$ cat src/rtl/present_enc_arbiter.sv
// present_enc_arbiter
//   Shares one PRESENT-80 encryption core between two requesters (A and B).
//   Round-robin arbitration in IDLE, one-cycle key/data write strobes to the
//   core in ISSUE, then WAIT polls the core busy flag until the ciphertext is
//   ready or the job times out.
//
// State table:
//   ST_IDLE  | no job in flight; arbitrate and latch the winner's key/data
//   ST_ISSUE | pulse key/data write strobes and the winner's ack
//   ST_WAIT  | count cycles, capture ciphertext on busy low or abort on timeout
//
// Ports:
//   inClk, inRstN            clock, async active-low reset
//   inReqA/inKeyA/inDataA    requester A job (level request, stable until ack)
//   outAckA/outValidA        A: job latched pulse / new ciphertext pulse
//   outDataA                 A: last ciphertext, held until A's next result
//   inReqB ... outDataB      same for requester B
//   outEncKeyWr/KeyData      key write strobe and key bus to the core
//   outEncDataWr/Data        plaintext write strobe and data bus to the core
//   inEncData/inEncBusy      ciphertext and busy flag from the core
//   outBusy                  high whenever a job is in flight
//   outErr                   sticky timeout flag, cleared only by reset
module present_enc_arbiter #(
  parameter int TIMEOUT = 64,
  parameter int TW      = 7
) (
  input  logic        inClk,
  input  logic        inRstN,
  input  logic        inReqA,
  input  logic [79:0] inKeyA,
  input  logic [63:0] inDataA,
  output logic        outAckA,
  output logic        outValidA,
  output logic [63:0] outDataA,
  input  logic        inReqB,
  input  logic [79:0] inKeyB,
  input  logic [63:0] inDataB,
  output logic        outAckB,
  output logic        outValidB,
  output logic [63:0] outDataB,
  output logic        outEncKeyWr,
  output logic [79:0] outEncKeyData,
  output logic        outEncDataWr,
  output logic [63:0] outEncData,
  input  logic [63:0] inEncData,
  input  logic        inEncBusy,
  output logic        outBusy,
  output logic        outErr
);

  typedef enum logic [1:0] {
    ST_IDLE  = 2'd0,
    ST_ISSUE = 2'd1,
    ST_WAIT  = 2'd2
  } state_t;

  localparam logic [TW-1:0] TIMER_LAST = TW'(TIMEOUT - 1);
  localparam logic [TW-1:0] TIMER_ONE  = TW'(1);

  state_t        state_q,   state_d;
  logic [TW-1:0] timer_q,   timer_d;
  logic          last_b_q,  last_b_d;   // 1: B was granted last
  logic          owner_b_q, owner_b_d;  // 1: job in flight belongs to B
  logic [79:0]   key_q,     key_d;
  logic [63:0]   data_q,    data_d;
  logic          ack_a_q,   ack_a_d;
  logic          ack_b_q,   ack_b_d;
  logic          valid_a_q, valid_a_d;
  logic          valid_b_q, valid_b_d;
  logic [63:0]   out_a_q,   out_a_d;
  logic [63:0]   out_b_q,   out_b_d;
  logic          key_wr_q,  key_wr_d;
  logic          data_wr_q, data_wr_d;
  logic          busy_q,    busy_d;
  logic          err_q,     err_d;
  logic          grant_b;

  always_comb begin
    state_d   = state_q;
    timer_d   = timer_q;
    last_b_d  = last_b_q;
    owner_b_d = owner_b_q;
    key_d     = key_q;
    data_d    = data_q;
    out_a_d   = out_a_q;
    out_b_d   = out_b_q;
    err_d     = err_q;
    busy_d    = busy_q;
    ack_a_d   = 1'b0;
    ack_b_d   = 1'b0;
    valid_a_d = 1'b0;
    valid_b_d = 1'b0;
    key_wr_d  = 1'b0;
    data_wr_d = 1'b0;
    // On a tie, B wins only when A was the last one served.
    grant_b   = inReqB & (~inReqA | ~last_b_q);

    unique case (state_q)
      ST_IDLE: begin
        if (inReqA || inReqB) begin
          owner_b_d = grant_b;
          key_d     = grant_b ? inKeyB  : inKeyA;
          data_d    = grant_b ? inDataB : inDataA;
          ack_a_d   = ~grant_b;
          ack_b_d   = grant_b;
          key_wr_d  = 1'b1;
          data_wr_d = 1'b1;
          busy_d    = 1'b1;
          state_d   = ST_ISSUE;
        end
      end
      ST_ISSUE: begin
        timer_d = '0;
        busy_d  = 1'b1;
        state_d = ST_WAIT;
      end
      ST_WAIT: begin
        timer_d = timer_q + TIMER_ONE;
        // Busy is meaningless in the first WAIT cycle: the core only raises
        // it one cycle after the write strobe.
        if ((timer_q != '0) && !inEncBusy) begin
          if (owner_b_q) begin
            out_b_d   = inEncData;
            valid_b_d = 1'b1;
          end else begin
            out_a_d   = inEncData;
            valid_a_d = 1'b1;
          end
          last_b_d = owner_b_q;
          busy_d   = 1'b0;
          state_d  = ST_IDLE;
        end else if (timer_q == TIMER_LAST) begin
          // Aborted job still counts as served so the other side is not starved.
          err_d    = 1'b1;
          last_b_d = owner_b_q;
          busy_d   = 1'b0;
          state_d  = ST_IDLE;
        end
      end
      default: begin
        busy_d  = 1'b0;
        state_d = ST_IDLE;
      end
    endcase
  end

  always_ff @(posedge inClk or negedge inRstN) begin
    if (!inRstN) begin
      state_q   <= ST_IDLE;
      timer_q   <= '0;
      last_b_q  <= 1'b1;
      owner_b_q <= 1'b0;
      key_q     <= '0;
      data_q    <= '0;
      out_a_q   <= '0;
      out_b_q   <= '0;
      err_q     <= 1'b0;
      busy_q    <= 1'b0;
      ack_a_q   <= 1'b0;
      ack_b_q   <= 1'b0;
      valid_a_q <= 1'b0;
      valid_b_q <= 1'b0;
      key_wr_q  <= 1'b0;
      data_wr_q <= 1'b0;
    end else begin
      state_q   <= state_d;
      timer_q   <= timer_d;
      last_b_q  <= last_b_d;
      owner_b_q <= owner_b_d;
      key_q     <= key_d;
      data_q    <= data_d;
      out_a_q   <= out_a_d;
      out_b_q   <= out_b_d;
      err_q     <= err_d;
      busy_q    <= busy_d;
      ack_a_q   <= ack_a_d;
      ack_b_q   <= ack_b_d;
      valid_a_q <= valid_a_d;
      valid_b_q <= valid_b_d;
      key_wr_q  <= key_wr_d;
      data_wr_q <= data_wr_d;
    end
  end

  assign outAckA       = ack_a_q;
  assign outAckB       = ack_b_q;
  assign outValidA     = valid_a_q;
  assign outValidB     = valid_b_q;
  assign outDataA      = out_a_q;
  assign outDataB      = out_b_q;
  assign outEncKeyWr   = key_wr_q;
  assign outEncDataWr  = data_wr_q;
  assign outEncKeyData = key_q;
  assign outEncData    = data_q;
  assign outBusy       = busy_q;
  assign outErr        = err_q;

endmodule

$ cat config.mk
export PLATFORM = sky130hd
export DESIGN_NAME = present_enc_arbiter
export DESIGN_NICKNAME = d
export VERILOG_FILES = /design/src/rtl/present_enc_arbiter.sv
export SDC_FILE = /design/constraint.sdc
export NUM_CORES = 1
export LEC_CHECK = 0
export BUFFER_PORTS_ARGS = -buffer_cell sky130_fd_sc_hd__buf_4
export CORE_AREA = 4 4 248 250
export CTS_BUF_LIST = sky130_fd_sc_hd__clkbuf_16
export DETAILED_ROUTE_END_ITERATION = 8
export DIE_AREA = 0 0 252 254
export HOLD_SLACK_MARGIN = 0.06
export PLACE_DENSITY_LB_ADDON = 0.2
export SLEW_MARGIN = 25
export SYNTH_ARGS = -nofsm -noshare
export SYNTH_HDL_FRONTEND = slang
export SYNTH_SLANG_ARGS = --single-unit
$ cat constraint.sdc
create_clock -name inClk -period 1.9 [get_ports inClk]
set_clock_uncertainty 0.1 [all_clocks]
set_input_delay 0.38 -clock inClk [delete_from_list [all_inputs] [get_ports inClk]]
set_output_delay 0.38 -clock inClk [all_outputs]
set_load 0.02 [all_outputs]
; Word level (Yosys, flattened, before mapping)
; Index checks and enable logic that the tools add are counted.
[word_totals]
reg_bits = 290
in_bits = 357
out_inout_bits = 280
word_cells = 66
[classes]
addsub = 1
n_eq_ne = 5
muxes = 25
bitwise = 7
n_reduce_logical = 13
[ops]
columns = cell, n
row1 = 80-bit 2-to-1 mux, 1
row2 = 64-bit 2-to-1 mux, 1
row3 = 1-bit 2-to-1 mux, 17
row4 = 7-bit one-hot mux with 2 select lines, 1
row5 = 3-bit AND reduction, 3
row6 = 7-bit by 1-bit adder with 7-bit output (second input constant), 1
row7 = 7-bit by 6-bit == test with 1-bit output (second input constant), 1
row8 = 7-bit nonzero test, 1
row9 = 2-bit 2-to-1 mux, 3
row10 = 2-bit one-hot mux with 3 select lines, 1
row11 = 2-bit AND reduction, 3
row12 = 1-bit inverter, 5
row13 = 2-bit nonzero test, 2
row14 = 3-bit != test (second input constant), 1
row15 = 1-bit one-hot mux with 3 select lines, 1
row16 = 2-bit by 1-bit == test with 1-bit output (second input constant), 1
row17 = 2-bit == test (second input constant), 1
row18 = 2-bit logical NOT, 1
row19 = 2-bit != test (second input constant), 1
row20 = 1-bit bitwise AND, 1
row21 = 1-bit logical AND, 1
row22 = 1-bit logical NOT, 1
row23 = 1-bit logical OR, 1
row24 = 1-bit bitwise OR, 1

; Longest topological paths before layout
[depth]
depth_word = 6
mapped_depth = 8
ltp_nobuf = 6

; Worst setup path before layout
; Ideal clock, no wire load.
[synth_path]
kind = reg-to-reg
start = register state_q[0]
end = register out_a_q[14] (netlist: outDataA[14])
setup_ns = 0.125
t_arrival_ns = 1.799
required_time_ns = 1.675
slack_ns = -0.124
path_stages_with_launch = 9
n_path_buf = 3
period_less_slack_ns = 2.024
path_cell_list = dfrtp_1 inv_1 ha_1 clkbuf_1 inv_1 nor3b_4 buf_12 buf_12 mux2_4
[synth_between]
elab_chain_len = 2
[synth_rtl]
columns = item, line
row1 = "start, declared", 60  ; state_t state_q, state_d;
row2 = "start signal, assigned", 166  ; state_q <= state_d;
row3 = 2-bit == test, 98  ; unique case (state_q)
row4 = 3-bit AND reduction (no line), n/a
row5 = "end signal, assigned", 172  ; out_a_q <= out_a_d;
row6 = "end, declared", 70  ; logic [63:0] out_a_q, out_a_d;
; No other way between the ends.
; A chain may end at the register's enable or synchronous reset.

; Worst setup path after layout
[layout_path]
start = register timer_q[0]
end = register out_a_q[51] (netlist: outDataA[51])
[layout_between]
elab_chain_len = 3
[layout_rtl]
columns = item, line
row1 = "start, declared", 61  ; logic [TW-1:0] timer_q, timer_d;
row2 = "start signal, assigned", 167  ; timer_q <= timer_d;
row3 = 7-bit nonzero test, 121  ; if ((timer_q != '0) && !inEncBusy) begin
row4 = 1-bit logical AND, 121
row5 = 3-bit AND reduction (no line), n/a
; No other way between the ends.

==> reports/metrics.cfg <==
[run_status]
status=complete, but fails checks
violations=setup timing

[pwr]
vdd_drop_max_v=0.001005
p_leak_uw=0.01173
power_density_mw_per_mm2=1494

[synthesis]
muxShareOfSynthArea_pct=17.29
synth_fa_ha_area_share_pct=0.5254
synth-xor-area-share_pct=0.07356
synth_area_per_cell_um2=13.59
seq_area_frac_synth_pct=60.96
yosys_warnings=0
syn_nets=1238
yosys.area_share.simple_pct=2.596
syn-cell-area_mm2=0.01191
synthDistinctLibCells=36
postSynthCellCount=876
synth_top_family_by_area=multiplexers
ys_seq_elements=290
synth_compound_area_share_pct=11.56

[floorplanning]
die_width_um=252
io_pins=637
chipHeight_um=254
start_util_pct=20.17
dieArea_mm2=0.06401
coreArea_mm2=0.05902
rows=89

[timing]
slew_headroom_pct=71.19
finalSetupViolCount=126
whs_ns=0.09253
rsz0062_at_grt=yes
clock.fmax_mhz=492.3
hold_violations=0
tightest_slew_ns=0.4322
post-route-period-util_pct=106.9
slew_viol_final=0
finalSetupTns_ns=-10.20
fin_ws_ns=-0.1315
period_needed_ns=2.031

[clock_tree]
clockBufferDepth=3
htree_levels=2
cts-root-buf=clkbuf_16
cts_tree=built
numClockSinks=290
clock_latency_ns=0.52
cts_buffers=36
clkTransAtPathRegs_ns=0.06

[grt]
grt_pass1_wl_um=76100
grt_util_all_layers_pct=15.32
grt_pass1_vias=12600
overflow=0
antenna_found_initial=4
grt_max_degree=63

[hold_path]
hold_path.class=in2reg
hp-start=inKeyA[38]

[final_layout]
drive_gt1_share_pct=47.08
final_cells=2711
fin_util_pct=39.08
fill_cells=5592
nets=2271
areaGrowthSynthToFinish_pct=93.69

[worst_setup_path]
crit_slowest_cell=dfrtp_1
crit_chain=inv_2 -> ha_4 -> a31oi_4 -> nor3b_4 -> buf_12 -> buf_16 -> mux2_4
worstSetupStartpointType=flip-flop
regToRegStartpoint=timer_q[0]
worst-path-max-fanout=18
cp_data_arrival_time_ns=2.33
worstSetupPathType=reg2reg
critPathLaunch=timer_q[0]
cp.required_ns=2.20
cpPeakStageDelay_ns=0.39
regToRegSetupSlack_ns=-0.13
worst_setup_path_end_kind=flip-flop

[placement]
port-buffer-count=636
hpwl_um=38340
pre_cts_ws_ns=-0.1344
dp_cells=2289
place_congestion=0.8375

[routing]
route.detailed.drc=0
wl_met1_um=20480
wl_met2_um=25510
wl_met3_um=4690
vias=11560
routed_via_density=4.266
highest_layer=met5
drt_iter0_drc=829
drt_wl_total_um=52840
antenna_left=0
drtPass1Iterations=7
drt-wirelength-per-cell_um=19.49

[job]
maxCapViolCount=0

## cell usage after synthesis (all sizes together)
cell | count | share of area (%)
nor2b | 2 | 0.11
nand3b | 1 | 0.063
nor2 | 6 | 0.19
xor2 | 1 | 0.074
dfrtp | 289 | 61
nor3b | 2 | 0.22
a222oi | 104 | 8.7
clkbuf | 30 | 0.95
a21boi | 1 | 0.063
a21oi | 2 | 0.084
a21o | 1 | 0.063
nand4 | 1 | 0.053
a2bb2oi | 2 | 0.15
mux2i | 41 | 3.4
nand3 | 5 | 0.21
ha | 5 | 0.53
or3 | 1 | 0.053
o21bai | 1 | 0.063
or2 | 1 | 0.053
dfstp | 1 | 0.22
mux2 | 130 | 14
nand2 | 45 | 1.4
a31oi | 1 | 0.18
o21ai | 49 | 2.1
nor4 | 1 | 0.18
buf | 35 | 2.5
o22ai | 3 | 0.16
and2 | 1 | 0.053
inv | 114 | 3.6
## logic make-up (layout without fill, tap and decap cells)
| family | Yosys count | count (layout) |
|---|---|---|
| AND/OR/NAND/NOR | 66 | 67 |
| multiplexers | 171 | 171 |
| adder cells (fa/ha/maj) | 5 | 5 |
| flip-flops | 290 | 290 |
| AO/OA/AOI/OAI | 164 | 164 |
| XOR/XNOR | 1 | 1 |
| buffers and inverters | 179 | 1235 |
| other | 0 | 5 |
## flip-flops by register name (all words and copies together), names as in the netlist
| register | flops |
|---|---|
| last_b_q | 1 |
| outAckA | 1 |
| outAckB | 1 |
| outBusy | 1 |
| outDataA | 64 |
| outDataB | 64 |
| outEncData | 64 |
| outEncDataWr | 1 |
| outEncKeyData | 80 |
| outErr | 1 |
| outValidA | 1 |
| outValidB | 1 |
| owner_b_q | 1 |
| state_q | 2 |
| timer_q | 7 |
## per-layer routing
metal,vias to the layer above,GRT usage (%)
li1,5260,-
met1,5598,17.74
met2,598,26.12
met3,106,5.138
met4,2,6.274
met5,-,0
## worst max-delay path, delay by kind of cell (launching register included)
kind,cells,cell delay (ns)
AO/OA/AOI/OAI,1,0.21
adder cells (fa/ha/maj),1,0.16
buffers and inverters,3,0.46
flip-flops,1,0.39
multiplexers,1,0.31
AND/OR/NAND/NOR,1,0.25
## power by group
group,internal [uW],total [uW],switching [uW]
clock network,3900,6560,2660
logic,8210,17000,8800
registers,9060,10900,1830
## path summary, 6_finish.rpt
| kind | end | cells after the start |
|---|---|---|
| setup reg to reg | outDataA[51] | 7 |
| hold / removal | outEncKeyData[38] | 3 |
| hold reg to reg | outEncKeyData[45] | 2 |
| min in group asynchronous | outDataA[15] | 2 |
| max in group asynchronous | outEncKeyData[4] | 3 |
| setup / recovery | outDataA[51] | 7 |
## cell usage in the layout (no fill, tap or decap), drive strengths merged
cell         count
buf            716
dlygate4sd3    339
dfrtp          289
mux2           130
inv            122
a222oi         104
o21ai           49
nand2           45
mux2i           41
clkbuf          41
clkinv          14
nor2             6
diode            5
nand3            5
ha               5
o22ai            3
bufinv           3
a2bb2oi          2
nor2b            2
a21oi            2
nor3b            2
and2             2
nor4             1
a31oi            1
a21boi           1
nand3b           1
nand4            1
or3              1
xor2             1
a21o             1
or2              1
o21bai           1
dfstp            1
## cell type report
type                            instances  area, um2  area share (%)
Timing Repair Buffer                 1059       9164           39.74
Sequential cell                       290       7258           31.47
Multi-Input combinational cell        408       4129           17.90
Tap cell                              773      967.2           4.194
Clock buffer                           37      925.9           4.015
Inverter                              114      427.9           1.855
Clock inverter                         25      177.7          0.7704
Antenna cell                            5      12.51         0.05425
## metrics by stage
stage          instance area, um2  power, uW
2_1_floorplan               11910      18730
3_3_place_gp                18000      26700
3_5_place_dp                18000      26830
4_1_cts                     22710      34490
5_1_grt                     23050      36450
6_report                    23060      34460
## repair_timing
item / 4_1_cts / 5_1_grt
hold buffers: 339 / 0
setup buffers: 3 / 9
hold endpoints to repair: 351 / 0
endpoints found under the setup margin: 131 / 212
pin swaps: 1 / 6
gates cloned: 1 / 5
resized for setup: 45 / 47
Power figures use the tool's default switching activity.
